==> src/rtl/terminal_writer.sv <==
// Terminal character writer: turns a byte stream into character buffer writes
// and cursor updates. It handles the CR/LF/BS/TAB controls and the VT52-style
// ESC A/B/C/D/H/K/Y sequences.
module terminal_writer #(
  parameter logic [7:0] BLANK_CHAR = 8'h20
) (
  input  logic       pclk,
  input  logic       clr,
  input  logic [7:0] in_data,
  input  logic       in_valid,
  output logic       in_ready,
  output logic [9:0] buf_addr,
  output logic [7:0] buf_data,
  output logic       buf_we,
  output logic [5:0] new_cursor_x,
  output logic [3:0] new_cursor_y,
  output logic       write_cursor_pos,
  output logic       scroll_req
);

  localparam int unsigned XW = 6;
  localparam int unsigned YW = 4;
  localparam int unsigned DW = 8;
  localparam int unsigned AW = XW + YW;

  localparam logic [XW-1:0] X_MAX = XW'(63);
  localparam logic [YW-1:0] Y_MAX = YW'(15);

  localparam logic [DW-1:0] C_BS  = 8'h08;
  localparam logic [DW-1:0] C_TAB = 8'h09;
  localparam logic [DW-1:0] C_LF  = 8'h0A;
  localparam logic [DW-1:0] C_CR  = 8'h0D;
  localparam logic [DW-1:0] C_ESC = 8'h1B;

  typedef enum logic [2:0] {
    IDLE,
    ESC,
    ESC_Y_ROW,
    ESC_Y_COL,
    CLEAR_EOL
  } state_e;

  state_e        state_q, state_d;
  logic [XW-1:0] x_q, x_d;
  logic [YW-1:0] y_q, y_d;
  logic [YW-1:0] row_q, row_d;
  logic          row_ok_q, row_ok_d;
  logic [XW-1:0] col_q, col_d;
  logic          ready_q, ready_d;
  logic [AW-1:0] addr_q, addr_d;
  logic [DW-1:0] data_q, data_d;
  logic          we_q, we_d;
  logic          wcp_q, wcp_d;
  logic          scroll_q, scroll_d;

  logic          accept;
  logic [XW:0]   tab_sum;
  logic [XW-1:0] tab_x;

  assign accept  = in_valid && ready_q;
  // Next multiple of 8; bit 6 set means we ran past the last column.
  assign tab_sum = ({1'b0, x_q} + (XW+1)'(8)) & (XW+1)'(8'h78);
  assign tab_x   = tab_sum[XW] ? X_MAX : tab_sum[XW-1:0];

  // Next-state, cursor and write decode for one accepted byte or one erase step.
  always_comb begin
    state_d  = state_q;
    x_d      = x_q;
    y_d      = y_q;
    row_d    = row_q;
    row_ok_d = row_ok_q;
    col_d    = col_q;
    addr_d   = addr_q;
    data_d   = data_q;
    we_d     = 1'b0;
    scroll_d = 1'b0;

    case (state_q)
      IDLE: begin
        if (accept) begin
          if (in_data >= 8'h20 && in_data <= 8'h7E) begin
            we_d   = 1'b1;
            addr_d = {y_q, x_q};
            data_d = in_data;
            if (x_q != X_MAX) x_d = x_q + XW'(1);
          end else begin
            case (in_data)
              C_CR:  x_d = '0;
              C_LF: begin
                if (y_q == Y_MAX) scroll_d = 1'b1;
                else              y_d = y_q + YW'(1);
              end
              C_BS:  if (x_q != '0) x_d = x_q - XW'(1);
              C_TAB: x_d = tab_x;
              C_ESC: state_d = ESC;
              default: ;
            endcase
          end
        end
      end

      ESC: begin
        if (accept) begin
          state_d = IDLE;
          case (in_data)
            8'h41: if (y_q != '0)    y_d = y_q - YW'(1);
            8'h42: if (y_q != Y_MAX) y_d = y_q + YW'(1);
            8'h43: if (x_q != X_MAX) x_d = x_q + XW'(1);
            8'h44: if (x_q != '0)    x_d = x_q - XW'(1);
            8'h48: begin
              x_d = '0;
              y_d = '0;
            end
            8'h4B: begin
              state_d = CLEAR_EOL;
              col_d   = x_q;
            end
            8'h59: state_d = ESC_Y_ROW;
            default: ;
          endcase
        end
      end

      ESC_Y_ROW: begin
        if (accept) begin
          row_d    = YW'(in_data - 8'h20);
          row_ok_d = (in_data >= 8'h20) && (in_data <= 8'h2F);
          state_d  = ESC_Y_COL;
        end
      end

      ESC_Y_COL: begin
        if (accept) begin
          if (row_ok_q) y_d = row_q;
          if (in_data >= 8'h20 && in_data <= 8'h5F) x_d = XW'(in_data - 8'h20);
          state_d = IDLE;
        end
      end

      CLEAR_EOL: begin
        we_d   = 1'b1;
        addr_d = {y_q, col_q};
        data_d = BLANK_CHAR;
        if (col_q == X_MAX) state_d = IDLE;
        else                col_d   = col_q + XW'(1);
      end

      default: state_d = IDLE;
    endcase
  end

  // Ready and cursor strobe derive from the next state so both are registered.
  always_comb begin
    ready_d = (state_d != CLEAR_EOL);
    wcp_d   = (x_d != x_q) || (y_d != y_q);
  end

  // State and output registers with synchronous reset.
  always_ff @(posedge pclk) begin
    if (clr) begin
      state_q  <= IDLE;
      x_q      <= '0;
      y_q      <= '0;
      row_q    <= '0;
      row_ok_q <= 1'b0;
      col_q    <= '0;
      ready_q  <= 1'b1;
      addr_q   <= '0;
      data_q   <= '0;
      we_q     <= 1'b0;
      wcp_q    <= 1'b0;
      scroll_q <= 1'b0;
    end else begin
      state_q  <= state_d;
      x_q      <= x_d;
      y_q      <= y_d;
      row_q    <= row_d;
      row_ok_q <= row_ok_d;
      col_q    <= col_d;
      ready_q  <= ready_d;
      addr_q   <= addr_d;
      data_q   <= data_d;
      we_q     <= we_d;
      wcp_q    <= wcp_d;
      scroll_q <= scroll_d;
    end
  end

  assign in_ready         = ready_q;
  assign buf_addr         = addr_q;
  assign buf_data         = data_q;
  assign buf_we           = we_q;
  assign new_cursor_x     = x_q;
  assign new_cursor_y     = y_q;
  assign write_cursor_pos = wcp_q;
  assign scroll_req       = scroll_q;

endmodule

==> config.mk <==
export PLATFORM = sky130hd
export DESIGN_NAME = terminal_writer
export DESIGN_NICKNAME = d
export VERILOG_FILES = /design/src/rtl/terminal_writer.sv
export SDC_FILE = /design/constraint.sdc
export NUM_CORES = 1
export LEC_CHECK = 0
export CORE_MARGIN = 3
export CORE_UTILIZATION = 57
export DETAILED_ROUTE_END_ITERATION = 16
export PLACE_DENSITY = 0.77
export SLEW_MARGIN = 40
export SYNTH_ARGS = -nofsm -noshare
export SYNTH_HDL_FRONTEND = slang
export SYNTH_SLANG_ARGS = --single-unit
==> constraint.sdc <==
create_clock -name pclk -period 3.8 [get_ports pclk]
set_clock_uncertainty 0.05 [all_clocks]
set_input_delay 0.76 -clock pclk [delete_from_list [all_inputs] [get_ports pclk]]
set_output_delay 0.76 -clock pclk [all_outputs]
set_load 0.01 [all_outputs]
After elaboration in Yosys (flattened, before gate mapping)
Index checks and enable logic that the tools add are counted.
{"block": "classes", "n_eq_ne": 28, "n_mux": 45, "add_sub_neg": 7, "n_bitwise": 3, "order_cmp": 4, "n_reduce_logical": 14}
{"op": "6-bit 2-to-1 mux", "count": 11}
{"op": "8-bit by 7-bit equality test with 1-bit output, second input constant", "count": 7}
{"op": "6-bit one-hot mux with 3 select lines", "count": 3}
{"op": "4-bit 2-to-1 mux", "count": 9}
{"op": "8-bit by 4-bit equality test with 1-bit output, second input constant", "count": 4}
{"op": "4-bit one-hot mux with 3 select lines", "count": 2}
{"op": "3-bit 2-to-1 mux", "count": 7}
{"op": "10-bit 2-to-1 mux", "count": 2}
{"op": "10-bit one-hot mux with 2 select lines", "count": 1}
{"op": "8-bit by 7-bit <= comparator with 1-bit output, second input constant", "count": 2}
{"op": "8-bit 2-to-1 mux", "count": 2}
{"op": "8-bit one-hot mux with 2 select lines", "count": 1}
{"op": "3-bit one-hot mux with 5 select lines", "count": 1}
{"op": "6-bit by 1-bit adder with 6-bit output, second input constant", "count": 2}
{"op": "6-bit one-hot mux with 2 select lines", "count": 1}
{"op": "8-bit by 5-bit equality test with 1-bit output, second input constant", "count": 1}
{"op": "8-bit by 6-bit >= comparator with 1-bit output, second input constant", "count": 1}
{"op": "8-bit by 6-bit <= comparator with 1-bit output, second input constant", "count": 1}
{"op": "2-bit inequality test, second input constant", "count": 4}
{"op": "6-bit by 4-bit adder with 7-bit output, second input constant", "count": 1}
{"op": "3-bit by 2-bit equality test with 1-bit output, second input constant", "count": 2}
{"op": "6-bit equality test, second input constant", "count": 1}
{"op": "6-bit inequality test", "count": 1}
{"op": "6-bit inequality test, second input constant", "count": 1}
{"op": "other kinds (25)", "count": 33}
{"block": "word_totals", "elab_cells": 113, "output_inout_bits": 32, "ff_bits": 46, "input_bits": 11}

Logic depth before layout (Yosys ltp)
Gate-level depths: netlist (run 1).
{"block": "depth", "depth_word": 8, "mapped_depth": 11, "ltp_nobuf": 10}

Least setup slack after synthesis (run 1)
Ideal clock, no wire load.
{"block": "synth_timing", "path_type": "input to register", "startpoint": "input in_data[6]", "endpoint": "register wcp_q, in the netlist write_cursor_pos", "required_time_ns": 3.612, "arrival_time_ns": 2.986, "setup_slack_ns": 0.625, "stages": 9, "path_buffers": 1, "setup_ns": 0.138, "cell_sequence": "buf_4 > xnor2_1 > nor3_2 > mux2_2 > a221oi_1 > o41ai_1 > and2_1 > o41ai_1 > a41oi_1"}
{"block": "synth_between", "elab_chain_len": 7, "elab_cells_between_ends": 31, "cone_classes": "order compare (3); eq/ne (11); mux (14); reduce/logical (3)"}
{"element": "start, declared", "line_no": "9", "text": "input logic [7:0] in_data,"}
{"element": "8-bit by 6-bit >= comparator with 1-bit output (tied with other cells)", "line_no": "81, 135"}
{"element": "1-bit logical AND (tied with other cells)", "line_no": "135", "text": "if (in_data >= 8'h20 && in_data <= 8'h5F) x_d = XW'(in_data - 8'h20);"}
{"element": "6-bit 2-to-1 mux (tied with other cells)", "line_no": "135"}
{"element": "6-bit 2-to-1 mux (tied with other cells)", "line_no": "133", "text": "if (accept) begin"}
{"element": "6-bit one-hot mux with 3 select lines / 4-bit one-hot mux with 3 select lines (equally long branches)", "line_no": "78", "text": "case (state_q)"}
{"element": "6-bit inequality test / 4-bit inequality test (equally long branches)", "line_no": "155", "text": "wcp_d = (x_d != x_q) || (y_d != y_q);"}
{"element": "1-bit logical OR (*)", "line_no": "155"}
{"element": "end signal, assigned", "line_no": "184", "text": "wcp_q <= wcp_d;"}
{"element": "end, declared", "line_no": "53", "text": "logic wcp_q, wcp_d;"}
Mark *: on every way between the ends. The rest lies on a longest branch, timed or not.
A chain may end at the register's enable or synchronous reset.

Worst setup path in the final report (run 1)
{"block": "layout_timing", "startpoint": "input in_data[1]", "endpoint": "register wcp_q, in the netlist write_cursor_pos"}
The elaborated chain is that of the path after synthesis.

==> summary.md, run 1 <==
| Metric | Value |
|---|---|
| RSZ-0062 raised after global routing | `false` |
| Main combinational cell family by area after synthesis | `compound AO/OA/AOI/OAI gates` |
| Reg area | `920.9 sq um` |
| Multi-input logic area | `2554 sq um` |
| HPWL after detailed placement | `9622 um` |
| Most frequent cells in the layout | `nor2_1, dfxtp_1, buf_4` |
| Ys flop type | `dfxtp_1` |
| Hold/Removal Path Class | `flip-flop to flip-flop` |
| Global-route wire length before repair | `approximately 21000 um` |
| DRT Pass-1 Iters | `5` |
| PwrDens | `approximately 260 nW/um^2` |
| Layout fillers | `roughly 470` |
| Number of global-route vias before repair | `4010` |
| Final hold violation count | `0` |
| Area delta synth->final | `19.85%` |
| Commonest non-fill, non-tap cell in the layout | `nor2_1` |
| YS warnings | `0` |
| PortBufs | `42` |
| Initial antenna violation count | `0` |
| Max Clock Freq | `289.3 MHz` |
| Startpoint Class | `input pin` |
| Width of the die | `roughly 87 um` |
| Period Utilization, post-route | `90.97%` |
| Crit path DAT | `about 3600 ps` |
| RD Place Congestion | `a little over 1` |
| Adder-cell area share of the yosys netlist | `around 3%` |
| # diodes | `0` |
| Detail Route Antenna Nets | `0` |
| Clock sink count | `46` |
| Clk buf depth | `2` |
| Fin Setup TNS | `0 ps` |
| Synth Area in Simple Gates | `between 20% and 30%` |
| Share of layout cells above drive strength 1 | `13.86%` |
| Post-synthesis compound-gate area fraction | `~30%` |
| Post-Synthesis Cells | `492` |
| CP Capture Type | `flip-flop` |
| Initial Util | `about three fifths` |
| Total CTS buffers | `5` |
| Avg Cell Area, Syn | `7.586 sq um` |
| Pleak | `approximately 1.6 nW` |
| CP Max Fanout | `11` |
| Core Box Area | `6131 sq um` |
| Total global routing overflow | `0` |
| Post-synth EDFFs | `0` |
| Synth async-reset ratio | `0%` |
| CTS root buffer | `clkbuf_8` |
| Slew @ Worst Pin | `771.6 ps` |
| Postcts setup bufs | `0` |
| Net count, final | `560` |
| Final Core Density | `72.96%` |
| Total GRT Usage | `35.55%` |
| Rel. slew slack | `47.23%` |
| VDD IR max | `0.2340 mV` |
| Clk slew on worst S/H paths | `110 ps` |
| Seq/Total Area, Yosys | `24.67%` |
| DRT Wirelength | `13130 um` |
| Syn Nets | `512` |
| Die height | `86.92 um` |
| Mapped Area | `3732 sq um` |
| Largest net degree at the start of global routing | `34` |
| Final setup viols | `0` |
| H-tree levels | `2` |
| Max cap viols | `0` |
| Period minus WS final | `3457 ps` |
| DRC viols | `0` |
| Total Die Area | `7555 sq um` |
| Post-CTS resize count | `0` |
| Status | `completed` |
| Via density | `6.995` |
| Site row count | `28` |
| Cell variety after synth | `79` |
| CTS tree | `built` |
| Routed length per instance | `21.32 um` |
| CTS Hold Bufs | `0` |
| WS Path Type | `input pin to flip-flop` |
| 1st-iter DRT viols | `approximately 550` |
| Mux contribution to synthesized area | `under 10%` |
| XOR/XNOR Fraction of Synth Area | `under 10%` |
| IO Count | `43` |
| Final Slew Violations | `0` |
| Clk Latency, worst-skew pair | `330 ps` |
| Via count | `between 4000 and 5000` |
| FF+latch count, synth | `46` |
| Req. time, crit path | `3950 ps` |
==> per-stage QoR <==
step / worst slack, ps / cells / hold WS, ps / instance area, sq um / power, mW
after floorplan: 625.3 / 492 / 406.1 / 3732 / 0.6520
after detailed placement: 75.59 / 608 / 392.7 / 4360 / 0.7497
after CTS: 420.7 / 616 / 405.5 / 4473 / 1.144
after global placement: 107.1 / 608 / 389.4 / 4360 / 0.7478
after global routing: 220.8 / 616 / 442.9 / 4473 / 1.178
final: 343.1 / 616 / 404.8 / 4473 / 1.153
==> synth_stat cells (3+ instances only) <==
cell        n  area (sq um)
o2111ai_1   4         35.03
nor3b_1     3         22.52
o21a_1      3         22.52
nor4bb_1    4         40.04
mux2i_1    12         120.1
nand3_1    23         115.1
a21o_1      4         30.03
o21ai_0    27         135.1
or3_1       5         31.28
a41oi_1     3         26.28
o31ai_1     7         52.55
a22oi_1    10         75.07
o211ai_1    5         37.54
nor2b_1     5         31.28
buf_2       7         35.03
xnor2_1     6         52.55
nor2_1     53         198.9
nand4_1     5         31.28
nand2_1    42         157.7
a31oi_1     5         31.28
mux2_2      5         56.30
buf_4       5         37.54
clkbuf_1   27         101.4
dfxtp_1    46         920.9
and2_1      3         18.77
a211oi_1   14         105.1
o221ai_1    3         26.28
and3_1      9         56.30
a221o_1     4         40.04
a21oi_1    33         165.2
a221oi_1    3         26.28
a311oi_1    3         26.28
ha_1        9         112.6
nor4b_1     4         35.03
nand2b_1    9         56.30
inv_1      12         45.04
nor3_1     13         65.06
==> flip-flops by register name, indices dropped and copies added (netlist names) <==
signal / flops
scroll_req: 1
row_q: 4
col_q: 6
in_ready: 1
buf_we: 1
state_q: 3
new_cursor_y: 4
row_ok_q: 1
buf_data: 8
new_cursor_x: 6
write_cursor_pos: 1
buf_addr: 10
==> routing by layer <==
layer / vias up / routed length, um / share of wire (%) / track usage, %
met2: 283 / 5916 / 45 / 55.00
met1: 2027 / 5451 / 42 / 49.19
met3: 47 / 1318 / 10 / 5.866
li1: 1952 / - / - / -
met5: - / 0 / 0 / 0
met4: 0 / 448 / 3.4 / 14.02
==> final cells by class <==
class	instances	share of cell area (%)
clock inverters	3	0.9790
flip-flops and latches	46	20.59
multi-input cells	389	57.09
repair buffers	85	16.62
well taps	75	2.098
inverters	13	1.091
clock buffers	5	1.538
==> kinds of logic (layout without fill, tap and decap cells) <==
family / after synthesis / after routing
simple gates: 198 / 198
fa+ha+maj: 9 / 9
buf+inv: 57 / 106
mux: 17 / 17
flops: 46 / 46
compound gates: 158 / 158
xor+xnor: 7 / 7
==> power breakdown <==
group | total (mW) | internal, mW | switching, mW
clock | 0.404 | 0.198 | 0.206
sequential | 0.499 | 0.491 | 0.00710
combinational | 0.251 | 0.106 | 0.145
total | 1.15 | 0.795 | 0.358
==> worst paths after layout <==
path                               from                     endpoint  slack [ps]  cells past startpoint
max reg2reg  new_cursor_x[5]$_SDFF_PP0_  write_cursor_pos$_SDFF_PP0_         570                      8
min reg2reg    buf_addr[9]$_SDFFE_PP0P_     buf_addr[9]$_SDFFE_PP0P_         400                      2
min            buf_addr[9]$_SDFFE_PP0P_     buf_addr[9]$_SDFFE_PP0P_         400                      2
max                          in_data[1]  write_cursor_pos$_SDFF_PP0_         340                     10
==> worst max-delay path, cell delays in order <==
cell	delay [ps]
clkdlybuf4s50_1	730
nor4b_2	110
buf_4	180
nor3_1	440
nor2_1	160
a221oi_1	380
o41ai_1	170
and2_1	190
o41ai_1	340
a41oi_1	150
No activity file was read; power rests on OpenSTA's default activity.
==> run 2: changes to the inputs <==
- clock period: 3.8 -> 3.2 ns (I/O delays scaled with it)
==> run 2 against run 1 <==
Final area rose by 9.1%. Highest routed layer unchanged. Die area stayed put. Clock power is 3% higher. Worst setup slack worse by 250 ps. Worst hold slack better by 6.9 ps. Flip-flop and latch count unchanged. Global-route usage rose by 2.2 points. Non-clock buffer count rose by 46. Utilization up 6.7 points.
==> summary.md, run 2 (synthesized netlist as in run 1, its figures left out) <==
| Metric | Value |
|---|---|
| Startpoint Class | `input pin` |
| Commonest non-fill, non-tap cell in the layout | `buf_4` |
| Tot Pwr | `1.340 mW` |
| PortBufs | `between 40 and 50` |
| Clk slew on worst S/H paths | `110 ps` |
| Cell area after layout | `between 4000 and 5000 sq um` |
| Clock sink count | `46` |
| Layout fillers | `between 400 and 500` |
| CTS Hold Bufs | `0` |
| DRT Pass-1 Iters | `6` |
| Initial antenna violation count | `0` |
| Via count | `4613` |
| HPWL after detailed placement | `~11000 um` |
| Total global routing overflow | `0` |
| Die height | `approximately 87 um` |
| Routed length per instance | `21.35 um` |
| WS Path Type | `input pin to flip-flop` |
| Status | `completed` |
| Largest net degree at the start of global routing | `30` |
| Max cap viols | `0` |
| Final setup viols | `0` |
| Most frequent cells in the layout | `buf_4, nor2_1, dfxtp_1` |
| Core Box Area | `between 6000 and 7000 sq um` |
| Share of layout cells above drive strength 1 | `21.98%` |
| Area after DPL | `4718 sq um` |
| VDD IR max | `0.2528 mV` |
| Site row count | `28` |
| Period Utilization, post-route | `just under 100%` |
| Area delta synth->final | `30.77%` |
| Rel. slew slack | `59.30%` |
| Final Slew Violations | `0` |
| Postcts setup bufs | `0` |
| Via density | `approximately 7` |
| Detail Route Antenna Nets | `0` |
| RD Place Congestion | `about 1.0` |
| Total Die Area | `7555 sq um` |
| Slew @ Worst Pin | `between 500 and 600 ps` |
| CP Capture Type | `flip-flop` |
| Final Core Density | `79.61%` |
| Max reg flops | `10` |
| Clk buf depth | `2` |
| Net count, final | `606` |
| Total GRT Usage | `37.71%` |
| Crit path DAT | `~3300 ps` |
| Global-route wire length before repair | `22450 um` |
| PwrDens | `274.5 nW/um^2` |
| Period minus WS final | `3111 ps` |
| CTS tree | `built` |
| DRT Wirelength | `14130 um` |
| Post-CTS resize count | `0` |
| 1st-iter DRT viols | `702` |
| Number of global-route vias before repair | `4309` |
| Total CTS buffers | `5` |
| CP Max Fanout | `4` |
| Max Clock Freq | `321.5 MHz` |
| IO Count | `43` |
| Initial Util | `60.88%` |
| H-tree levels | `2` |
| Req. time, crit path | `approximately 3400 ps` |
| Width of the die | `86.92 um` |
| Final hold violation count | `0` |
| # diodes | `0` |
| Hold/Removal Path Class | `flip-flop to flip-flop` |
| RSZ-0062 raised after global routing | `false` |
| Pleak | `1.918 nW` |
| DRC viols | `0` |
| CTS root buffer | `clkbuf_8` |
| Clk Latency, worst-skew pair | `320 ps` |
## run 2: cell types whose count changed in the layout (fill, tap and decap cells not counted), sizes merged
cell and change:
buf +46, bufinv -1, clkdlybuf4s50 -5, clkinv -1, clkinvlp +1, dlymetal6s2s +5
inv +1
## run 2: routing by layer
| layer | vias up | part of all wire [%] | track usage, % | routed length [um] |
|---|---|---|---|---|
| met3 | 70 | 11 | 6.812 | 1604 |
| met2 | 364 | 45 | 59.35 | 6410 |
| met1 | 2137 | 39 | 50.87 | 5573 |
| met4 | 0 | 3.8 | 15.01 | 544 |
| met5 | - | 0 | 0 | 0 |
| li1 | 2042 | - | - | - |
## run 2: final timing paths
check                                                start                     endpoint  slack (ps)  cells after the start
worst max-delay path                            in_data[4]  write_cursor_pos$_SDFF_PP0_          90                      8
worst min register to register    buf_addr[7]$_SDFFE_PP0P_     buf_addr[7]$_SDFFE_PP0P_         410                      2
worst max register to register  new_cursor_x[1]$_SDFF_PP0_  write_cursor_pos$_SDFF_PP0_         200                     10
worst min-delay path              buf_addr[7]$_SDFFE_PP0P_     buf_addr[7]$_SDFFE_PP0P_         410                      2
## run 2: final cells by class
type                            count  area, sq um  share of cell area [%]
Multi-Input combinational cell    389         2608                   53.42
Timing Repair Buffer              131         1114                   22.81
Sequential cell                    46        920.9                   18.87
Tap cell                           75        93.84                   1.923
Clock buffer                        5        68.82                   1.410
Inverter                           13        48.80                  0.9997
Clock inverter                      3        27.53                  0.5640
## run 2: where the power goes
group	switching (mW)	internal (mW)
logic	0.182	0.152
registers	0.00712	0.584
clock network	0.252	0.163
## run 2: metrics by stage
step,setup TNS [ps],setup slack [ps],std cells,hold slack [ps]
final,0,89.50,662,411.8
after detailed placement,-608.8,-236.8,654,399.3
after global placement,-464.9,-183.6,654,387.6
after floorplan,0,145.3,492,406.1
after CTS,0,68.43,662,413.4
after global routing,0,18.54,662,440.8
## run 2: critical path: stages
cell and delay (ps):
clkdlybuf4s50_1 510, or4b_4 580, or3_4 350, or4_4 530, and3_4 190, a22o_1 190, nor4_2 140, a41oi_1 140
==> run 3: changes to the inputs <==
- TNS_END_PERCENT: default -> 10
==> results of run 3 <==
Final layout, timing and power as in run 2 (identical DEF).
